<file path="config.mk">
export PLATFORM = sky130hd
export DESIGN_NAME = pc_ras_flat
export DESIGN_NICKNAME = d
export VERILOG_FILES = /design/src/rtl/pc_ras_if.sv /design/src/rtl/pc_ras.sv /design/src/flat_wrapper.sv
export SDC_FILE = /design/constraint.sdc
export NUM_CORES = 1
export LEC_CHECK = 0
export CORE_MARGIN = 2
export CORE_UTILIZATION = 28
export CTS_BUF_LIST = sky130_fd_sc_hd__clkbuf_4 sky130_fd_sc_hd__clkbuf_8 sky130_fd_sc_hd__clkbuf_16
export DETAILED_ROUTE_END_ITERATION = 8
export DONT_BUFFER_PORTS = 1
export MAX_ROUTING_LAYER = met4
export SKIP_CTS_REPAIR_TIMING = 1
export SYNTH_ARGS = -nofsm -noshare
export SYNTH_HDL_FRONTEND = slang
export SYNTH_SLANG_ARGS = --single-unit
</file>
<file path="constraint.sdc">
create_clock -name clk -period 3.32 [get_ports clk]
set_clock_uncertainty 0.15 [all_clocks]
set_input_delay 0.664 -clock clk [delete_from_list [all_inputs] [get_ports clk]]
set_output_delay 0.664 -clock clk [all_outputs]
set_load 0.05 [all_outputs]
</file>
<file path="src/rtl/pc_ras_if.sv">
// pc_ras_if: fetch-control request/status bundle between sequencer (master) and PC unit (slave)
interface pc_ras_if #(
    parameter int AW    = 6,
    parameter int DEPTH = 4
);
    localparam int DW = $clog2(DEPTH + 1);
    logic          stall;
    logic          jmp_en;
    logic [AW-1:0] jmp_addr;
    logic          br_en;
    logic [AW-1:0] br_off;
    logic          call_en;
    logic [AW-1:0] call_addr;
    logic          ret_en;
    logic          err_clr;
    logic [AW-1:0] pc_out;
    logic [DW-1:0] ras_depth;
    logic          ras_empty;
    logic          ras_full;
    logic          err_ovf;
    logic          err_unf;
    modport master (
        output stall, jmp_en, jmp_addr, br_en, br_off, call_en, call_addr, ret_en, err_clr,
        input  pc_out, ras_depth, ras_empty, ras_full, err_ovf, err_unf
    );
    modport slave (
        input  stall, jmp_en, jmp_addr, br_en, br_off, call_en, call_addr, ret_en, err_clr,
        output pc_out, ras_depth, ras_empty, ras_full, err_ovf, err_unf
    );
endinterface

</file>
<file path="src/rtl/pc_ras.sv">
// pc_ras: fetch PC with stall/branch/jump/call/return and return-address stack; PC_RAS_WRAP_EN makes the RAS circular
module pc_ras #(
    parameter int            AW        = 6,
    parameter int            DEPTH     = 4,
    parameter logic [AW-1:0] RESET_VEC = '0
) (
    input  logic clk,
    input  logic rst_n,
    pc_ras_if.slave bus
);
    localparam int DW = $clog2(DEPTH + 1);
    localparam int PW = $clog2(DEPTH);
    logic [AW-1:0] pc, pc_inc, pc_nxt;
    logic [AW-1:0] stack [DEPTH];
    logic [DW-1:0] depth, depth_nxt;
    logic [PW-1:0] top, wr_idx;
    logic          ovf, unf, empty, full;
    logic          do_ret, do_call, pop, push, ovf_set, unf_set;
    assign empty   = depth == '0;
    assign full    = depth == DW'(DEPTH);
    assign pc_inc  = pc + AW'(1);
    assign do_ret  = !bus.stall && bus.ret_en;
    assign do_call = !bus.stall && !bus.ret_en && bus.call_en;
    assign pop     = do_ret && !empty;
    assign unf_set = do_ret && empty;
`ifdef PC_RAS_WRAP_EN
    // Write pointer runs independently of depth so a full push can overwrite the oldest slot.
    logic [PW-1:0] wp;
    assign wr_idx  = wp;
    assign top     = (wp == '0) ? PW'(DEPTH - 1) : wp - PW'(1);
    assign push    = do_call;
    assign ovf_set = 1'b0;
    always_ff @(posedge clk) begin
        if (!rst_n)
            wp <= '0;
        else if (pop)
            wp <= top;
        else if (push)
            wp <= (wp == PW'(DEPTH - 1)) ? '0 : wp + PW'(1);
    end
`else
    assign wr_idx  = depth[PW-1:0];
    assign top     = depth[PW-1:0] - PW'(1);
    assign push    = do_call && !full;
    assign ovf_set = do_call && full;
`endif
    always_comb begin
        pc_nxt = bus.stall   ? pc :
                 bus.ret_en  ? (empty ? pc_inc : stack[top]) :
                 bus.call_en ? bus.call_addr :
                 bus.jmp_en  ? bus.jmp_addr :
                 bus.br_en   ? pc + bus.br_off :
                               pc_inc;
        depth_nxt = pop             ? depth - DW'(1) :
                    (push && !full) ? depth + DW'(1) :
                                      depth;
    end
    always_ff @(posedge clk) begin
        if (!rst_n) begin
            pc    <= RESET_VEC;
            depth <= '0;
            ovf   <= 1'b0;
            unf   <= 1'b0;
        end else begin
            pc    <= pc_nxt;
            depth <= depth_nxt;
            ovf   <= ovf_set | (ovf & ~bus.err_clr);
            unf   <= unf_set | (unf & ~bus.err_clr);
        end
    end
    always_ff @(posedge clk) begin
        if (rst_n && push)
            stack[wr_idx] <= pc_inc;
    end
    assign bus.pc_out    = pc;
    assign bus.ras_depth = depth;
    assign bus.ras_empty = empty;
    assign bus.ras_full  = full;
    assign bus.err_ovf   = ovf;
    assign bus.err_unf   = unf;
endmodule

</file>
<file path="src/flat_wrapper.sv">
// flat-port wrapper written by rule: the top's interface ports become plain ports
module pc_ras_flat 
#(
    parameter int            AW        = 6,
    parameter int            DEPTH     = 4,
    parameter logic [AW-1:0] RESET_VEC = '0
)
  (clk, rst_n, bus_stall, bus_jmp_en, bus_jmp_addr, bus_br_en, bus_br_off, bus_call_en, bus_call_addr, bus_ret_en, bus_err_clr, bus_pc_out, bus_ras_depth, bus_ras_empty, bus_ras_full, bus_err_ovf, bus_err_unf);
  pc_ras_if #(.AW(AW), .DEPTH(DEPTH)) bus_i ();
  input  logic clk;
  input  logic rst_n;
  input wire logic [$bits(bus_i.stall)-1:0] bus_stall;
  input wire logic [$bits(bus_i.jmp_en)-1:0] bus_jmp_en;
  input wire logic [$bits(bus_i.jmp_addr)-1:0] bus_jmp_addr;
  input wire logic [$bits(bus_i.br_en)-1:0] bus_br_en;
  input wire logic [$bits(bus_i.br_off)-1:0] bus_br_off;
  input wire logic [$bits(bus_i.call_en)-1:0] bus_call_en;
  input wire logic [$bits(bus_i.call_addr)-1:0] bus_call_addr;
  input wire logic [$bits(bus_i.ret_en)-1:0] bus_ret_en;
  input wire logic [$bits(bus_i.err_clr)-1:0] bus_err_clr;
  output wire logic [$bits(bus_i.pc_out)-1:0] bus_pc_out;
  output wire logic [$bits(bus_i.ras_depth)-1:0] bus_ras_depth;
  output wire logic [$bits(bus_i.ras_empty)-1:0] bus_ras_empty;
  output wire logic [$bits(bus_i.ras_full)-1:0] bus_ras_full;
  output wire logic [$bits(bus_i.err_ovf)-1:0] bus_err_ovf;
  output wire logic [$bits(bus_i.err_unf)-1:0] bus_err_unf;
  assign bus_i.stall = bus_stall;
  assign bus_i.jmp_en = bus_jmp_en;
  assign bus_i.jmp_addr = bus_jmp_addr;
  assign bus_i.br_en = bus_br_en;
  assign bus_i.br_off = bus_br_off;
  assign bus_i.call_en = bus_call_en;
  assign bus_i.call_addr = bus_call_addr;
  assign bus_i.ret_en = bus_ret_en;
  assign bus_i.err_clr = bus_err_clr;
  assign bus_pc_out = bus_i.pc_out;
  assign bus_ras_depth = bus_i.ras_depth;
  assign bus_ras_empty = bus_i.ras_empty;
  assign bus_ras_full = bus_i.ras_full;
  assign bus_err_ovf = bus_i.err_ovf;
  assign bus_err_unf = bus_i.err_unf;
  pc_ras #(.AW(AW), .DEPTH(DEPTH), .RESET_VEC(RESET_VEC)) u_core (.clk(clk), .rst_n(rst_n), .bus(bus_i));
endmodule
</file>
==> impl_results.md, run 1 <==
* Endpoint of the most critical register-to-register path: u_core.bus.ras_depth[2]
* Placed wire-length estimate at 3830 µm
* Max Fanout on Critical Path at 6
* Sink Count at 35
* Multiplexer fraction of the synthesized cell area at 0.0891
* Share of synthesized cell area in and, or, nand and nor gates at 0.141
* Share of cells above drive strength 1 at 0.102
* Clock Tree Buf Depth at 2
* Filler Cells Inserted at about 750
* Post-Syn Nets at about 220
* Number of endpoints with negative hold slack in the final report at 0
* Launch point of the critical path: u_core.bus.ras_depth[0]
* Count of buffers inserted at the top-level ports at 0
* Kind of end point of the critical path: flip-flop
* Prevailing post-synth register cell: sky130_fd_sc_hd__edfxtp_1
* CTS buffer count at 5
* Cell total after placement at 288
* Final antenna-violating net count at 0
* Commonest non-fill, non-tap cells in the layout: sky130_fd_sc_hd__edfxtp_1 (24), sky130_fd_sc_hd__inv_1 (17), sky130_fd_sc_hd__nand2_1 (14), sky130_fd_sc_hd__dfxtp_1 (11)
* Slew at the pin closest to its max-slew limit at about 0.72 ns
* Portion of total power attributed to combinational logic at 0.235
* Minimum setup slack among reg-to-reg paths at roughly 0.6 ns
* GRT Residual Overflow at 0
* Global route hottest layer: met2
* Async set or reset register ratio after synthesis at 0
* Yosys warning total at 0
* CP Capture Point: u_core.bus.ras_depth[2]
* Final WL at about 5000 µm
* Main combinational cell family by area after synthesis: compound AO/OA/AOI/OAI gates
* Post-route DRC at 0
* Total Nets Final at around 230
* Clock group share of total power at 0.333
* Highest Clock Rate at 369 MHz
* Min-delay worst type: input pin to flip-flop
* FP Rows at 31
* Post-Synth XOR/XNOR Area at 0.0301
* Total Die Area at around 8000 µm²
* Initial DRT Pass Iterations at 4
* Static power due to leakage at 0.866 nW
* Minimum clock period at around 2.7 ns
* Fraction of the yosys area taken by sequential cells at 0.462
* H-tree depth at 2
* X dimension of the die at 89.3 µm
* Ant. Diodes at 0
* Post-Layout Cell Count at 296
* CP Data Required Time at about 3.4 ns
* Relative slew slack at 0.516
* Setup violations, final at 0
* Distinct cell type count after synthesis at 45
* Initial core utilization at 0.285
* Post-synth top area cell: sky130_fd_sc_hd__edfxtp_1
* Net switching power of the design at 0.374 mW
* Cell Pwr Density at between 500 and 600 nW/µm²
* Final worst path period share at 0.816
* Antenna violations before repair at 0
* Avg Cell Area, Syn at ~11 µm²
* Met1 usage in global routing at 0.167
* Kind of start point of the critical path: flip-flop
* Via/cell ratio at between 4 and 5
* Area growth, synth to finish at 13.3%
* Core region area at between 7000 and 8000 µm²
* Number of pins with negative max-slew slack in the final report at 0
* Final sum of negative setup slack at 0 ns
* Leading cell types by total area after synthesis: sky130_fd_sc_hd__edfxtp_1 (35%), sky130_fd_sc_hd__dfxtp_1 (11%), sky130_fd_sc_hd__ha_1 (6.1%), sky130_fd_sc_hd__mux4_1 (5.2%), sky130_fd_sc_hd__inv_1 (3.1%)
* Compound-cell area share of the yosys netlist at 0.147
* Synth top area share at 0.354
* Internal power component at approximately 0.82 mW
* Vertical die dimension at 89.3 µm
* Number of cells traversed by the worst register-to-register path at 10
* Reg-to-reg critical path startpoint: u_core.bus.ras_depth[0]
* Max rail drop VDD at approximately 0.22 mV
* Buffer type at the clock tree root: sky130_fd_sc_hd__clkbuf_8
* Wire length of the first global-routing pass at between 7000 and 8000 µm
* Number of instances in the synthesized netlist at 186
* Most common library cell in the layout ignoring fill and taps: sky130_fd_sc_hd__edfxtp_1
* DRT iter0 DRCs at 73
* Largest net degree at the start of global routing at 14
* Number of top-level pins at 39
* Via count at around 1500
* Crit Path Class: flip-flop to flip-flop
* Clock transition at the registers of the reported paths at 0.08 ns
* #FFs+latches synth at 35
* Last weighted congestion value of the routability-driven placer at between 0.8 and 0.9
* Switching share of power at 0.313
* Met3 usage in global routing at 0.0305
* Sequential fraction of design power at 0.432
* Crit path arrival time at about 2.8 ns
* Run status: completed
* Post-Syn Area at approximately 2000 µm²
* Avg WL per Cell at roughly 17 µm
* Synthesized-area fraction occupied by adder cells at 0.0811
* Count of max-cap constraint violations at 0
* RSZ-0062 raised after global routing: false
* Clock tree from TritonCTS: built
* Insertion delay to the later sink of the worst-skew pair at roughly 0.29 ns
* Number of flops mapped to enable cells by yosys at 24
* Via count of the first global-routing pass at ~1500
* Global routing usage summed across all routing layers at 0.133
* Met2 usage at 0.218
registers in the layout (all words and copies together), names as in the netlist:
register / cells
u_core.stack: 24
u_core.bus.pc_out: 6
u_core.bus.ras_depth: 3
u_core.bus.err_ovf: 1
u_core.bus.err_unf: 1
worst min-delay path by stage:
stage,startpoint,to,slack (ns),cells past startpoint
floorplan,u_core.stack[0][4],u_core.bus.pc_out[4],0.55,3
global placement,u_core.bus.ras_depth[1],u_core.bus.ras_depth[1],0.42,2
detailed placement,u_core.bus.ras_depth[1],u_core.bus.ras_depth[1],0.43,2
CTS,rst_n,u_core.bus.pc_out[3],0.33,1
global route,rst_n,u_core.bus.pc_out[3],0.34,1
finish,rst_n,u_core.bus.pc_out[3],0.34,1
metal layers:
layer,part of all wire,wire [µm],vias up
li1,-,-,714
met1,0.43,2170,703
met2,0.50,2520,48
met3,0.059,294,2
met4,0.0038,19,0
met5,0,0,-
critical path: stages, from the launching register on:
cell and delay, ns:
sky130_fd_sc_hd__dfxtp_1 0.34, sky130_fd_sc_hd__inv_1 0.11, sky130_fd_sc_hd__ha_1 0.29, sky130_fd_sc_hd__nand2b_1 0.16, sky130_fd_sc_hd__inv_1 0.06, sky130_fd_sc_hd__buf_4 0.19, sky130_fd_sc_hd__nor2_1 0.31, sky130_fd_sc_hd__inv_1 0.11
sky130_fd_sc_hd__fa_1 0.42, sky130_fd_sc_hd__a22o_1 0.24, sky130_fd_sc_hd__a311oi_1 0.24
kinds of logic (layout without fill, tap and decap cells):
kind of cell | after synthesis | count (layout)
muxes | 9 | 9
adders and majority gates | 12 | 12
buffers and inverters | 23 | 34
xor gates and xnor gates | 7 | 7
AOI/OAI and AO/OA | 43 | 43
and+or+nand+nor | 57 | 57
DFF | 35 | 35
per-stage QoR:
stage	area, µm²	hold WS [ns]	setup WS [ns]	util	total power [mW]
2_1_floorplan	2040	0.552	0.271	-	0.741
3_3_place_gp	2190	0.417	0.744	0.307	0.803
3_5_place_dp	2190	0.433	0.618	0.307	0.804
4_1_cts	2310	0.334	0.596	0.323	1.20
5_1_grt	2310	0.343	0.375	0.323	1.25
6_report	2310	0.339	0.610	0.323	1.19
area by class of cell:
type                    count  area [µm²]  share of cell area
multi-input cells         128         996               0.431
flip-flops and latches     35         941               0.408
well taps                  99         124              0.0537
inverters                  17        63.8              0.0276
repair buffers              9        67.6              0.0293
clock inverters             3        47.5              0.0206
clock buffers               5        68.8              0.0298
cells in the mapped netlist (2+ instances only):
master                     count
sky130_fd_sc_hd__clkbuf_1      2
sky130_fd_sc_hd__o31ai_1       2
sky130_fd_sc_hd__xor2_1        2
sky130_fd_sc_hd__nand2_1      14
sky130_fd_sc_hd__mux4_1        4
sky130_fd_sc_hd__a221oi_1      2
sky130_fd_sc_hd__dfxtp_1      11
sky130_fd_sc_hd__a22o_1        3
sky130_fd_sc_hd__and2_1        4
sky130_fd_sc_hd__a21oi_1       8
sky130_fd_sc_hd__a31oi_1       2
sky130_fd_sc_hd__nor3_1        6
sky130_fd_sc_hd__edfxtp_1     24
sky130_fd_sc_hd__mux4_2        2
sky130_fd_sc_hd__a21o_1        4
sky130_fd_sc_hd__xnor2_1       5
sky130_fd_sc_hd__nand3_1       6
sky130_fd_sc_hd__a311oi_1      2
sky130_fd_sc_hd__inv_1        17
sky130_fd_sc_hd__fa_1          2
sky130_fd_sc_hd__mux2i_1       2
sky130_fd_sc_hd__nand3b_1      2
sky130_fd_sc_hd__o21ai_0       7
sky130_fd_sc_hd__ha_1         10
sky130_fd_sc_hd__nor2b_1       7
sky130_fd_sc_hd__a211oi_1      2
sky130_fd_sc_hd__nand2b_1      4
sky130_fd_sc_hd__nor2_1       10
sky130_fd_sc_hd__o211ai_1      4
power groups by stage:
stage          logic [mW]  registers [mW]  clock network (mW)
3_3_place_gp        0.278           0.525                   0
2_1_floorplan       0.181           0.560                   0
6_report            0.280           0.516               0.398
3_5_place_dp        0.279           0.526                   0
5_1_grt             0.309           0.518               0.420
4_1_cts             0.280           0.516               0.405
No activity file was read; power rests on OpenSTA's default activity.
==> run 2, diff against run 1 <==
- clock period: 3.32 -> 2.6 ns (I/O delays scaled with it)
==> run 2 against run 1 <==
Against the previous run: flip-flop and latch count unchanged; largest power group unchanged; critical path depth fell by 1; total power up 30%; clock-buffer cell count unchanged; first-iteration DRC count decreased by 11%; worst hold slack got worse by 0.15 ns.
==> impl_results.md, run 2 (synthesized netlist as in run 1, its figures left out) <==
* Run status: completed
* Share of cells above drive strength 1 at 0.147 (+0.0457)
* Largest net degree at the start of global routing at 14 (unchanged)
* Final total power at 1.55 mW (+30%)
* Min-delay worst type: input pin to flip-flop
* Stage delay of the slowest cell on the critical path at 0.39 ns (-0.03 ns)
* Crit path arrival time at 2.25 ns (-0.52 ns)
* FP Rows at 31 (unchanged)
* Vertical die dimension at 89.3 µm (unchanged)
* Most flops, register: u_core.stack
* Slew at the pin closest to its max-slew limit at 0.746 ns (+0.0207 ns)
* Via count of the first global-routing pass at 1516 (+1.2%)
* Clock transition at the registers of the reported paths at 0.08 ns (about the same)
* Number of endpoints with negative hold slack in the final report at 0 (unchanged)
* Total Nets Final at 234 (unchanged)
* Ant. Diodes at 0 (unchanged)
* Antenna violations before repair at 0 (unchanged)
* Final antenna-violating net count at 0 (unchanged)
* CTS buffer count at 5 (unchanged)
* Sink Count at 35 (unchanged)
* Last weighted congestion value of the routability-driven placer at 0.858 (-0.56%)
* Area growth, synth to finish at 15.4%
* GRT Residual Overflow at 0 (unchanged)
* Crit Path Class: flip-flop to flip-flop
* Area after DPL at 2230 µm² (+1.9%)
* Kind of end point of the critical path: flip-flop
* Commonest non-fill, non-tap cells in the layout: sky130_fd_sc_hd__edfxtp_1 (24), sky130_fd_sc_hd__inv_1 (14), sky130_fd_sc_hd__nand2_1 (14)
* DRT iter0 DRCs at 65 (-11%)
* Critical-path cell with the highest stage delay: sky130_fd_sc_hd__fa_2
* X dimension of the die at 89.3 µm (unchanged)
* Utilization after layout at 0.329 (+0.00596)
* Initial DRT Pass Iterations at 4 (unchanged)
* Cell Pwr Density at 661 nW/µm² (+28%)
* Most common library cell in the layout ignoring fill and taps: sky130_fd_sc_hd__edfxtp_1
* Core region area at 7140 µm² (unchanged)
* CP Data Required Time at 2.65 ns (-0.73 ns)
* Final WL at 5040 µm (+0.82%)
* Max Fanout on Critical Path at 6 (unchanged)
* Highest Clock Rate at 456 MHz (+23%)
* Placed wire-length estimate at 3820 µm (-0.28%)
* Insertion delay to the later sink of the worst-skew pair at 0.30 ns (about the same)
* Flip-flop count of the largest register after layout at 24 (unchanged)
* Count of max-cap constraint violations at 0 (unchanged)
* Wire length of the first global-routing pass at 7750 µm (+1.6%)
* Number of pins with negative max-slew slack in the final report at 0 (unchanged)
* Kind of start point of the critical path: flip-flop
* Buffer type at the clock tree root: sky130_fd_sc_hd__clkbuf_8
* Crit-path most repeated cell: sky130_fd_sc_hd__clkinvlp_4
* Clock Tree Buf Depth at 2 (unchanged)
* Initial core utilization at 0.285 (unchanged)
* Count of buffers inserted at the top-level ports at 0 (unchanged)
* H-tree depth at 2 (unchanged)
* Static power due to leakage at 0.866 nW (about the same)
* Setup violations, final at 0 (unchanged)
* RSZ-0062 raised after global routing: false
* Minimum clock period at 2.19 ns (-0.515 ns)
* Relative slew slack at 0.502 (-0.0138)
* Avg WL per Cell at 17.0 µm (+0.82%)
* Cell-by-cell listing of the critical path: clkinvlp_4, ha_4, nand2b_4, clkinvlp_4, nor2_4, inv_2, fa_2, a22o_1, a311oi_1
* Post-route DRC at 0 (unchanged)
* Global routing usage summed across all routing layers at 0.136 (+0.00253)
* Max rail drop VDD at 0.190 mV (-13%)
* Final sum of negative setup slack at 0 ns (unchanged)
* Via/cell ratio at 5.09 (+2.8%)
* Total Die Area at 7970 µm² (unchanged)
* Final worst path period share at 0.844 (+0.0279)
* Final cell area excluding filler cells at 2350 µm² (+1.8%)
* Clock tree from TritonCTS: built
* Number of top-level pins at 39 (unchanged)
* Via count at 1508 (+2.8%)
## run 2: worst max-delay path: cells and delay by family, from the launching register on
kind / cells / cell delay, ns
simple gates: 2 / 0.24
buf+inv: 3 / 0.30
compound gates: 2 / 0.45
flops: 1 / 0.36
fa+ha+maj: 2 / 0.61
## run 2: area by class of cell
| type | count | area, µm² |
|---|---|---|
| Fill cell | 729 | 4790 |
| Multi-Input combinational cell | 128 | 1030 |
| Sequential cell | 35 | 946 |
| Tap cell | 99 | 124 |
| Inverter | 17 | 71.3 |
| Clock buffer | 5 | 68.8 |
| Timing Repair Buffer | 9 | 67.6 |
| Clock inverter | 3 | 47.5 |
## run 2: worst paths after layout
check                                             start                      end  slack, ns  cells after the start
worst min register to register     u_core.bus.pc_out[1]     u_core.bus.pc_out[1]       0.47                      2
worst min-delay path                              rst_n     u_core.bus.pc_out[3]       0.19                      1
worst max register to register  u_core.bus.ras_depth[0]  u_core.bus.ras_depth[2]       0.41                      9
worst max-delay path            u_core.bus.ras_depth[0]  u_core.bus.ras_depth[2]       0.41                      9
## run 2: per-stage QoR
step	hold WS, ns	cells	setup WS, ns
after floorplan	0.498	186	0.00770
final	0.189	296	0.405
after CTS	0.181	296	0.419
after detailed placement	0.450	288	0.381
after global placement	0.420	288	0.426
after global routing	0.184	296	0.260
## run 2: power breakdown
part | switching [mW] | total, mW | internal (mW)
logic | 0.229 | 0.378 | 0.148
registers | 0.0408 | 0.666 | 0.625
clock network | 0.220 | 0.510 | 0.290
total | 0.490 | 1.55 | 1.06
## run 2: per-layer routing
metal	part of all wire	global-route usage	up-vias	wire, µm
li1	-	-	716	-
met1	0.44	0.163	744	2230
met2	0.49	0.218	38	2460
met3	0.049	0.0369	10	249
met4	0.019	0.0502	0	95
met5	0	-	-	0
